## src/rtl/sprite_fetch_arbiter.sv

```systemverilog
// Round-robin arbiter sharing one pipelined sprite ROM read port among NREQ
// animation units; returns ROM data tagged with the requester index.
module sprite_fetch_arbiter #(
    parameter int NREQ    = 4,
    parameter int ADDR_W  = 18,
    parameter int DATA_W  = 24,
    parameter int ROM_LAT = 2,
    parameter int IDX_W   = 12,
    localparam int ID_W   = (NREQ > 1) ? $clog2(NREQ) : 1
) (
    input  logic                    clk_i,
    input  logic                    rst_ni,
    input  logic                    frame_start_i,
    input  logic [NREQ-1:0]         req_i,
    input  logic [NREQ*32-1:0]      offset_i,
    input  logic [NREQ*IDX_W-1:0]   pixel_idx_i,
    output logic [NREQ-1:0]         grant_o,
    output logic                    rom_rd_o,
    output logic [ADDR_W-1:0]       rom_addr_o,
    input  logic [DATA_W-1:0]       rom_q_i,
    output logic                    rdata_valid_o,
    output logic [ID_W-1:0]         rdata_id_o,
    output logic [DATA_W-1:0]       rdata_o,
    output logic                    addr_err_o
);

    logic [ID_W-1:0]   ptr_q, ptr_d;
    logic [ID_W-1:0]   start;
    logic [ID_W-1:0]   win;
    logic              found;
    logic              fire;
    logic [31:0]       sel_off;
    logic [IDX_W-1:0]  sel_idx;
    logic [32:0]       sum;
    logic              ovf;

    logic              rom_rd_q;
    logic [ADDR_W-1:0] rom_addr_q;
    logic [ID_W-1:0]   rd_id_q;
    logic              err_q;
    logic              vld_q [ROM_LAT];
    logic [ID_W-1:0]   id_q  [ROM_LAT];

    // frame_start restarts the search at 0 so every frame arbitrates alike
    always_comb begin
        start = frame_start_i ? '0 : ptr_q;
        found = 1'b0;
        win   = '0;
        for (int k = 0; k < NREQ; k++) begin
            int j;
            j = int'(start) + k;
            if (j >= NREQ) j = j - NREQ;
            if (!found && req_i[j]) begin
                found = 1'b1;
                win   = ID_W'(j);
            end
        end
        fire    = found & rst_ni;
        grant_o = '0;
        if (fire) grant_o[win] = 1'b1;
        sel_off = offset_i[32*int'(win) +: 32];
        sel_idx = pixel_idx_i[IDX_W*int'(win) +: IDX_W];
        sum     = {1'b0, sel_off} + {{(33-IDX_W){1'b0}}, sel_idx};
        ovf     = |sum[32:ADDR_W];
        if (fire)               ptr_d = ID_W'((int'(win) + 1) % NREQ);
        else if (frame_start_i) ptr_d = '0;
        else                    ptr_d = ptr_q;
    end

    always_ff @(posedge clk_i) begin
        if (!rst_ni) begin
            ptr_q      <= '0;
            rom_rd_q   <= 1'b0;
            rom_addr_q <= '0;
            rd_id_q    <= '0;
            err_q      <= 1'b0;
            for (int k = 0; k < ROM_LAT; k++) begin
                vld_q[k] <= 1'b0;
                id_q[k]  <= '0;
            end
        end else begin
            ptr_q    <= ptr_d;
            rom_rd_q <= fire;
            if (fire) begin
                rom_addr_q <= ovf ? '0 : sum[ADDR_W-1:0];
                rd_id_q    <= win;
            end
            if (fire && ovf) err_q <= 1'b1;
            // return tracker is loaded in the ROM read cycle itself
            vld_q[0] <= rom_rd_q;
            id_q[0]  <= rd_id_q;
            for (int k = 1; k < ROM_LAT; k++) begin
                vld_q[k] <= vld_q[k-1];
                id_q[k]  <= id_q[k-1];
            end
        end
    end

    assign rom_rd_o      = rom_rd_q;
    assign rom_addr_o    = rom_addr_q;
    assign addr_err_o    = err_q;
    assign rdata_valid_o = vld_q[ROM_LAT-1];
    assign rdata_id_o    = id_q[ROM_LAT-1];
    assign rdata_o       = rom_q_i;

endmodule
```

## config.mk

```make
export PLATFORM = sky130hd
export DESIGN_NAME = sprite_fetch_arbiter
export DESIGN_NICKNAME = d
export VERILOG_FILES = /design/src/rtl/sprite_fetch_arbiter.sv
export SDC_FILE = /design/constraint.sdc
export NUM_CORES = 1
export LEC_CHECK = 0
export CELL_PAD_IN_SITES_DETAIL_PLACEMENT = 0
export CELL_PAD_IN_SITES_GLOBAL_PLACEMENT = 1
export CORE_UTILIZATION = 30
export CTS_CLUSTER_DIAMETER = 120
export DETAILED_ROUTE_END_ITERATION = 6
export PLACE_DENSITY_LB_ADDON = 0.3
export SLEW_MARGIN = 20
export SYNTH_ARGS = -nofsm -noshare
export SYNTH_HDL_FRONTEND = slang
export SYNTH_SLANG_ARGS = --single-unit
```

## constraint.sdc

```tcl
create_clock -name clk_i -period 12.81 [get_ports clk_i]
set_clock_uncertainty 0.1 [all_clocks]
set_input_delay 2.562 -clock clk_i [delete_from_list [all_inputs] [get_ports clk_i]]
set_output_delay 2.562 -clock clk_i [all_outputs]
set_load 0.02 [all_outputs]
```

---- Word-level counts from Yosys, hierarchy flattened ----
Memory sizes are Yosys's and may differ from the RTL's.
Cells that the tools add are included.
word-level totals
  register bits after elaboration ......... 24
  memory bits (writable) .................. 6
  output and inout port bits .............. 51
  memories kept ........................... 2
cells by class
  add/subtract/negate cells ............... 9
  $mul .................................... 1
  order comparisons ....................... 10
  shift operators ......................... 2
  mux-type cells .......................... 36
  bitwise gates (word level) .............. 5
  reduce and logical (&&, ||, !) cells .... 9
memories
  name   words  bits a word  read ports  clocked after memory_dff  wr ports  line  source
  id_q   2      2            2           0                         2         42    logic [ID_W-1:0] id_q [ROM_LAT];
  vld_q  2      1            2           0                         2         41    logic vld_q [ROM_LAT];
operator list
  kind                 number
  $lt 32x4->1 const B  4
  $mux 32              4
  $shiftx 128x8->32    1
  $shiftx 48x7->12     1
  $add 32x12->33       1
  $mux 18              1
  $mux 1               17
  $mux 2               8
  $reduce_or 15->1     1
  $sub 3x3->4 const B  3
  $ge 3x3->1 const B   3
  $bmux 1 s2           4
  $add 2x2->3 const B  2
  $logic_and 1x1->1    5
  $mul 2x2->4 const A  1
  $mux 4               1
  $or 1x1->1           4
  $sub 2x3->4 const B  1
  $add 2x1->3 const B  1
  $ge 2x3->1 const B   1
  $logic_not 1->1      3
  $lt 2x3->1 const B   1
  $add 2x1->2 const B  1
  $demux 1 s2          1
  other kinds (2)      2

---- Longest topological paths before layout ----
Gate-level depths: netlist of the first run.
  depth after elaboration ................. 21
  depth in mapped cells ................... 27

---- Worst setup path before layout of the first run ----
OpenSTA, ideal clock, no wires.
  path type ............................... input to register
  start point ............................. in req_i[0]
  end point ............................... reg rom_addr_q[17], in the netlist rom_addr_o[17]
  setup time .............................. 96 ps
  data arrival time ....................... 7,814 ps
  data required time ...................... 12,614 ps
  path slack .............................. 4,801 ps
  stages on the path ...................... 25
  buffers on the path ..................... 10
  cell sequence ........................... buf_4 -> or2_2 -> buf_2 -> o211ai_2 -> o21ai_4 -> buf_4 -> buf_2 -> buf_4 -> buf_2 -> buf_2 -> buf_1 -> buf_1 -> nand2_1 -> a31oi_1 -> ha_1 -> nor2b_1 -> o31a_1 -> o211a_1 -> o21ai_0 -> a221oi_2 -> a221o_1 -> a22oi_2 -> nand4b_4 -> buf_4 -> o41ai_2
between the ends
  cells in the longest elaborated chain, start to end .. 18
  elaborated cells on any way between the ends .. 33
  those cells by class .................... add/sub (1); mul (1); shift (2); mux (21); bitwise (1); reduce/logical (7)
ends and longest elaborated chain
  item                                       line  source
  start, declared                            14    input logic [NREQ-1:0] req_i,
  $bmux 1 s2                                 53    if (!found && req_i[j]) begin
  $mux 1 (not written as such) (2 in a row)  53
  $mux 1                                     53
  $logic_not 1->1                            53
  $logic_and 1x1->1                          53
  $mux 1                                     53
  $logic_not 1->1                            53
  $logic_and 1x1->1                          53
  $mux 1                                     53
  $logic_not 1->1                            53
  $logic_and 1x1->1                          53
  $mux 2                                     53
  $mul 2x2->4                                62    sel_idx = pixel_idx_i[IDX_W*int'(win) +: IDX_W];
  $shiftx 48x7->12                           62
  $add 32x12->33                             63    sum = {1'b0, sel_off} + {{(33-IDX_W){1'b0}}, sel_idx};
  $reduce_or 15->1                           64    ovf = |sum[32:ADDR_W];
  $mux 18                                    85    rom_addr_q <= ovf ? '0 : sum[ADDR_W-1:0];
  end signal, assigned                       85
  end, declared                              38    logic [ADDR_W-1:0] rom_addr_q;
Several ways; a longest one is shown, not always the timed one. The select of a mux whose other input is x is not followed.
A chain may end at the register's enable or synchronous reset.

---- Final worst setup path of the first run ----
  start point ............................. in frame_start_i
  end point ............................... reg rom_addr_q[9], in the netlist rom_addr_o[9]
between the ends
  cells in the longest elaborated chain, start to end .. 21
  elaborated cells on any way between the ends .. 49
  those cells by class .................... add/sub (8); mul (1); order compare (4); shift (2); mux (26); bitwise (1); reduce/logical (7)
ends and longest elaborated chain
  item                                                  line  source
  start, declared                                       13    input logic frame_start_i,
  $mux 2 (*)                                            n/a
  branches (longest 20 deep; another with $sub 3x3->4)  n/a
Every way passes the cells marked *. The select of a mux whose other input is x is not followed.

==> run summary, run 1 <==
The flow ran to the end, and the final reports show no timing, DRC or antenna violations. The biggest area contributor in the post-synthesis netlist is nand2_1. The core region is 16700 sq um. The path type of the worst setup path is in2reg. The number of top-level pins is about 260. The number of max-capacitance violations reported came out at 0. The proportion of netlist area held by the largest area contributor is 12.5%. The number of global-route vias before repair was slightly above 6000.

Relative to the synthesized area, the layout overhead comes to 40.9%. Counting I/O delays and the setup requirement, the final critical path takes about 9.5 ns. Clock tree synthesis inserted a total of 5 buffers. The number of pins with negative max-slew slack in the final report is 0.

In the layout the commonest cells are clkdlybuf4s50_1, nand2_1, nand3_1. The measured slew at the worst slew-check pin is 1.09 ns. The final worst-path cycle share came out at 74.5%. The die outline area is around 18000 sq um.

The leakage dissipation is between 2 and 3 nW. The final layout net count is 1128. The sum of routed wire length over all layers came out at around 21 mm. The number of antenna violations at the first check in global routing came out at 0. The global-route wire length before repair is roughly 34 mm. The number of flops mapped to enable cells by yosys came out at 0. The floorplan has 47 rows. The tree is rooted in a clkbuf_16. The die boundary width came out at approximately 130 um. The number of instances in the synthesized netlist came out at ~760. STA classifies the critical path endpoint as a flop. The count of buffers added on input and output ports is about 210. The area of combinational cells with multiple inputs came out at a little over 4000 sq um. The number of gates resized after cts is 0. In the routed design, unresolved DRC markers number 0. In the post-synthesis netlist, the biggest area contributors are nand2_1, dfxtp_1, mux2i_1. The vias after detailed routing is 6391. The distinct cell type count after synthesis came out at 76. The violation count after the first detailed-route iteration is between 600 and 700. The count of final hold-check violations is 0.

The clock-pin slew of the registers on the worst-case setup and hold paths came out at about 0.050 ns. The average cell area after synthesis came out at 6.83 sq um. In this run the worst hold path is classified as reg2reg. The worst path arrival time came out at between 9 and 10 ns. The number of cells traversed by the worst hold path came out at 1. The worst-case IR drop observed on VDD is between 0.05 and 0.06 mV. The post-synth net total came out at a little under 1000. The number of setup buffers added after CTS came out at 0. Cells with a size suffix above 1 make up approximately 5.3% of the layout. STA puts the critical path data required time at around 13 ns. The total grt overflow is 0. The clock reaches the later pin of the worst-skew pair after between 0.2 and 0.3 ns. The height of the chip came out at 133 um. The areal power density over the cells is slightly above 100 nW/um^2. The CTS tree is yes. The largest fanout on the critical path is just under 80. The most common cell after layout, fill and taps aside is clkdlybuf4s50_1. The top flip-flop cell by instance count after synthesis is dfxtp_1. The share of the yosys chip area belonging to registers is about 12%. The number of nets with antenna violations after detailed routing is 0. The final standard cell utilization of the core came out at between 40% and 50%.

The worst slew margin relative to its limit came out at approximately a quarter. The total of flip-flops plus latches after synthesis is 30. Global routing used between 20% and 30% of the available tracks. During synthesis, Yosys emitted a total of 0 warnings. The worst register-to-register path has a depth of 18. Setup repair after global routing left no endpoint under its margin. The number of setup violations in the final report is 0. The async set-or-reset flop fraction in the synthesized netlist came out at 0%. The routability congestion estimate is between 0.9 and 1. The worst setup path is launched from an input port. The deepest clock path buffer count came out at 2.

The average wire per standard cell is ~19 um. The netlist area before placement is approximately 5200 sq um. The initial cell density of the core came out at 31.0%.

The number of antenna diodes in the final layout is 0. In the final layout, flip-flops and latches occupy roughly 600 sq um. In this run, post-CTS hold repair placed 0 buffers. The largest net degree at the start of global routing is 78. Static timing analysis puts the maximum clock frequency at between 100 and 150 MHz. In the routed layout, each cell is associated on average with a via count of around 5.7. The depth of the CTS H-tree came out at 2.

The number of fill cells came out at between 1500 and 2000. Before antenna repair, the detailed router went through 6 iterations. The half-perimeter wire length after placement is between 15 and 20 mm.

In the final timing run, aggregate negative setup slack is 0 ns. Clock tree synthesis found a total of 30 sinks.
[metal layers]
layer | share of wire (%) | vias up | wire length (um) | track usage, %
li1 | - | 3071 | - | -
met1 | 44 | 2980 | 9410 | 31.8
met2 | 46 | 304 | 9850 | 39.0
met3 | 8.2 | 36 | 1770 | 4.19
met4 | 2.2 | 0 | 468 | 6.57
met5 | 0 | - | 0 | 0
[flip-flops by register name, summed over array words and instances (netlist names)]
signal      cells
ptr_q           2
id_q            4
rd_id_q         2
rom_addr_o     18
addr_err_o      1
rom_rd_o        1
vld_q           2
[synth_stat cells, types with 5 or more instances]
cell	n
and3_1	34
dfxtp_1	30
a21o_1	5
o41ai_1	8
o41ai_2	6
o21ai_0	25
mux2i_1	30
nand2_1	172
clkbuf_1	20
nand4_1	15
or2_2	5
or3_1	7
nand3_1	35
inv_1	13
and2_1	14
a211oi_1	12
buf_2	11
o2bb2ai_1	7
o21a_1	7
a221oi_1	5
a31oi_1	31
xnor2_1	15
nor2_1	34
nor2b_1	7
buf_4	37
o2111ai_1	6
o22ai_1	12
o211a_1	10
a21oi_1	21
xor2_1	7
and4_1	5
ha_1	16
nor3_1	9
o211ai_1	9
buf_1	7
[kinds of logic after synthesis]
family	Yosys count	share of synthesized area [%]
AO/OA/AOI/OAI	204	30.0
multiplexers	34	6.67
AND/OR/NAND/NOR	356	33.3
adder cells (fa/ha/maj)	17	4.25
flip-flops	30	11.6
XOR/XNOR	22	3.72
buffers and inverters	95	10.5
[stage by stage]
stage / hold slack (ns) / power (W) / instance area, sq um / cells / worst slack (ns)
after floorplan: 0.312 / 0.000458 / 5180 / 758 / 4.80
after global placement: 0.319 / 0.000621 / 7140 / 1117 / 3.26
after detailed placement: 0.319 / 0.000621 / 7140 / 1117 / 3.02
after CTS: 0.331 / 0.000742 / 7300 / 1125 / 3.27
after global routing: 0.352 / 0.000799 / 7300 / 1125 / 2.57
final: 0.328 / 0.000742 / 7300 / 1125 / 3.27
[layout make-up]
class                   instances  area share, %
flip-flops and latches         30           8.23
clock inverters                 2          0.171
well taps                     220           3.77
repair buffers                218           29.6
clock buffers                   6           1.90
multi-input cells             633           55.5
inverters                      16          0.857
[where the power goes]
part	internal [W]	leakage (nW)	switching, W
clock	0.0000768	0.0729	0.0000417
sequential	0.0000967	0.244	0.00000421
combinational	0.000212	2.48	0.000310
[path summary, 6_finish.rpt]
path	from	to	slack (ns)
worst min-delay path	id_q[0][0]	id_q[0][2]	0.33
worst min register to register	id_q[0][0]	id_q[0][2]	0.33
worst max register to register	ptr_q[0]	rom_addr_o[9]	5.60
worst max-delay path	frame_start_i	rom_addr_o[9]	3.27
[worst max-delay path, stage by stage]
cell and delay, ns:
clkdlybuf4s50_1 0.40, buf_4 0.21, nor3b_1 0.33, o31a_1 0.76
o21ai_4 0.40, inv_4 0.35, buf_4 0.69, nand2_1 0.21
and3_1 0.21, a31oi_1 0.20, ha_1 0.34, o21a_1 0.19
o31a_1 0.12, o211a_1 0.24, o21ai_0 0.69, a221oi_2 0.26
a221o_1 0.41, a22oi_2 0.20, nand4b_4 0.33, o41ai_1 0.45
Note: power is estimated with default switching activity, not from simulation.
==> run 2: changes to the inputs <==
--- a/config.mk
+++ b/config.mk
@@ -7,7 +7,7 @@
 export LEC_CHECK = 0
 export CELL_PAD_IN_SITES_DETAIL_PLACEMENT = 0
 export CELL_PAD_IN_SITES_GLOBAL_PLACEMENT = 1
-export CORE_UTILIZATION = 30
+export CORE_UTILIZATION = 28
 export CTS_CLUSTER_DIAMETER = 120
 export DETAILED_ROUTE_END_ITERATION = 6
 export PLACE_DENSITY_LB_ADDON = 0.3
==> constraint.sdc (replaced) <==
create_clock -name clk_i -period 9.09 [get_ports clk_i]
set_clock_uncertainty 0.1 [all_clocks]
set_input_delay 1.818 -clock clk_i [delete_from_list [all_inputs] [get_ports clk_i]]
set_output_delay 1.818 -clock clk_i [all_outputs]
set_load 0.02 [all_outputs]
==> run 2 against run 1 <==
Effect of this change:
- non-clock buffer count is 1 higher
- clock power is 40% higher
- sequential power is 41% higher
- cell area is 0.34% higher
- clock-buffer cell count stayed put
==> run summary, run 2 (synthesis gave the netlist of run 1 again) <==
Status: finished clean (unchanged). The number of flip-flops in the largest register came out at 18 (unchanged). The share of total power in combinational logic is 70.6% (was 70.4%). The design area is 7320 sq um (was 7300 sq um). The total track usage came to 22.0% (was 23.8%).

The count of final hold-check violations came out at 0 (unchanged). The largest fanout on the critical path is 50 (was 77). The reg-to-reg endpoint is rom_addr_o[9] (unchanged).

The timing startpoint of the critical path is frame_start_i (unchanged). The final period demand of the worst path came out at approximately 7.8 ns. For this run, the top clock speed supported by timing is between 100 and 150 MHz. The slowest library cell on the worst path was o31a_1 (unchanged). The cell-internal power is 0.000543 W (was 0.000385 W).

The data required time at the worst endpoint is 9.15 ns (was 12.87 ns). The number of top-level pins is 258 (unchanged). The number of pins with negative max-slew slack in the final report came out at 0 (unchanged). The termination of the worst setup path is rom_addr_o[9] (unchanged).

The final worst-path cycle share came out at ~85%. The total buffers and inverters traversed by the critical path came out at 3 (was 4). The share of cells above drive strength 1 came out at 5.41% (was 5.30%). The delay of the slowest critical-path stage was 0.72 ns (was 0.76 ns). The path type of the worst setup path was in2reg (unchanged). The largest net degree at the start of global routing came out at 64 (was 78). The number of buffers added to fix hold violations after cts is 0 (unchanged).

The sum of routed wire length over all layers is 21.3 mm (was 21.5 mm). The switching portion of total power is 47.9% (was 48.0%). The routability congestion estimate came out at 0.911 (was 0.930). The number of global-route vias before repair is 6031 (was 6189). The worst path arrival time was 7.81 ns (was 9.60 ns).

Most frequent cells in the layout: clkdlybuf4s50_1, nand2_1, nand3_1 (unchanged). The height of the chip is 138 um (was 133 um). The die outline area is 19000 sq um (was 17800 sq um).

The reg2reg setup slack is 2.89 ns (was 5.60 ns). The CTS tree is yes (unchanged). The die boundary width was 138 um (was 133 um). The number of nets with antenna violations after detailed routing came out at 0 (unchanged). The average wire per standard cell is 18.8 um (was 19.1 um). The count of buffers inserted at the top-level ports came out at 209 (unchanged). The deepest clock path buffer count is 2 (unchanged). The number of antenna violations at the first check in global routing is 0 (unchanged). The part of the total power dissipated in sequential elements is 13.6% (about the same). The measured slew at the worst slew-check pin came out at 0.897 ns (was 1.09 ns). The area growth from synthesis to layout is 41.4% (was 40.9%).

The kind of start point of the critical path is an input port (unchanged). The iteration count of the initial detailed-routing pass was 7 (was 6). The highest ir drop seen on vdd is 0.0866 mV (was 0.0596 mV). The initial cell density of the core is 28.7% (was 31.0%). The half-perimeter wire length after placement is 16.8 mm (about the same). The family with the most delay on the worst path is compound AO/OA/AOI/OAI gates (unchanged).

The number of setup buffers added after CTS is 0 (unchanged). The residual DRC count came out at 0 (unchanged). The cell chosen for the clock root is clkbuf_16 (unchanged).

The worst slew margin relative to its limit came out at 39.7% (was 26.6%). The antenna diode count came out at 0 (unchanged). The number of setup violations in the final report is 0 (unchanged). The critical path depth is 20 (unchanged).

The net switching component of the power came out at 0.000500 W (was 0.000356 W). The number of placement rows is 49 (was 47). Setup repair after global routing missed its margin: false (unchanged). Cell-by-cell listing of the critical path: clkdlybuf4s50_1, nor3b_1, o31a_1, o21ai_4, inv_4, nand2_1, and3_1, a31oi_1, ha_1, inv_1, fa_1, nor2b_1, o31a_1, o211a_1, o21ai_0, a221oi_2, a21boi_0, a211oi_2, nand3_2, o41ai_1 (was clkdlybuf4s50_1, buf_4, nor3b_1, o31a_1, o21ai_4, inv_4, buf_4, nand2_1, and3_1, a31oi_1, ha_1, o21a_1, o31a_1, o211a_1, o21ai_0, a221oi_2, a221o_1, a22oi_2, nand4b_4, o41ai_1).

The depth of the worst register-to-register path is 20 (was 18). The number of gates resized after cts came out at 0 (unchanged). The violation count after the first detailed-route iteration is 436 (was 604).

The total cell area at the placement stage is 7160 sq um (was 7140 sq um). Counting stages on the worst path, the most repeated cell is o31a_1. The type of destination of the critical path is a flop (unchanged). The reg-to-reg startpoint is ptr_q[1] (was ptr_q[0]). The number of clock sinks is 30 (unchanged). The final-layout setup total negative slack was 0 ns (unchanged). The leakage dissipation is 2.81 nW (was 2.80 nW). The area of the core came out at 18000 sq um (was 16700 sq um). The clock-pin slew of the registers on the worst-case setup and hold paths is 0.05 ns (about the same). The final layout net count came to 1129 (was 1128). The global-route wire length before repair came to 32.6 mm (was 33.7 mm).

The number of max-capacitance violations reported came out at 0 (unchanged). The via density per instance is 5.57 (was 5.68). The depth of the CTS H-tree came out at 2 (unchanged). The number of buffers created by CTS came out at 5 (unchanged). The vias after detailed routing came to 6322 (was 6391). The clock network fraction of total power is 15.8% (was 16.0%). The total grt overflow is 0 (unchanged). The most common cell after layout, fill and taps aside is clkdlybuf4s50_1 (unchanged). The areal power density over the cells is 142 nW/um^2 (was 102 nW/um^2).

The worst-skew pair later-pin latency came out at 0.27 ns (about the same). The class of the tightest hold or removal check is reg2reg (unchanged).
## run 2: changes by cell type in the layout (fill, tap and decap cells not counted)
cell    change
nor3_4      +1
nor3_2      -1
buf_4       +1
## run 2: worst min path at each step
stage / end / cells after the start / from
detailed placement: vld_q[0][1] / 1 / vld_q[0][0]
global placement: vld_q[0][1] / 1 / vld_q[0][0]
floorplan: id_q[0][2] / 1 / id_q[0][0]
CTS: vld_q[0][1] / 1 / vld_q[0][0]
finish: vld_q[0][1] / 1 / vld_q[0][0]
global route: id_q[0][2] / 1 / id_q[0][0]
## run 2: per-layer routing
metal	up-vias	track usage (%)	part of all wire [%]	wire [um]
met5	-	0	0	0
met4	0	6.34	2.8	600
met3	47	3.44	7.9	1670
met2	276	36.9	46	9850
met1	2922	28.9	43	9160
li1	3077	-	-	-
## run 2: power by group through the flow
stage,sequential (W),clock (W),combinational [W]
after floorplan,0.000142,0,0.000503
after global placement,0.000145,0,0.000734
after detailed placement,0.000145,0,0.000731
after CTS,0.000142,0.000167,0.000735
after global routing,0.000143,0.000175,0.000807
final,0.000142,0.000165,0.000736
## run 2: layout make-up
| type | instances | area [sq um] |
|---|---|---|
| sequential | 30 | 601 |
| fill | 1931 | 10700 |
| inverter | 16 | 62.6 |
| clock buffer | 6 | 139 |
| clock inverter | 2 | 12.5 |
| tap | 229 | 287 |
| multi-input combinational | 633 | 4050 |
| timing repair buffer | 219 | 2170 |
## run 2: through the flow
step	cells	setup slack (ns)	utilization [%]	power (W)	hold WS, ns
after floorplan	758	1.82	-	0.000645	0.312
after global placement	1127	1.14	39.7	0.000879	0.313
after detailed placement	1127	1.10	39.7	0.000876	0.319
after CTS	1135	1.35	40.6	0.00104	0.331
after global routing	1135	0.719	40.6	0.00113	0.340
final	1135	1.33	40.6	0.00104	0.329
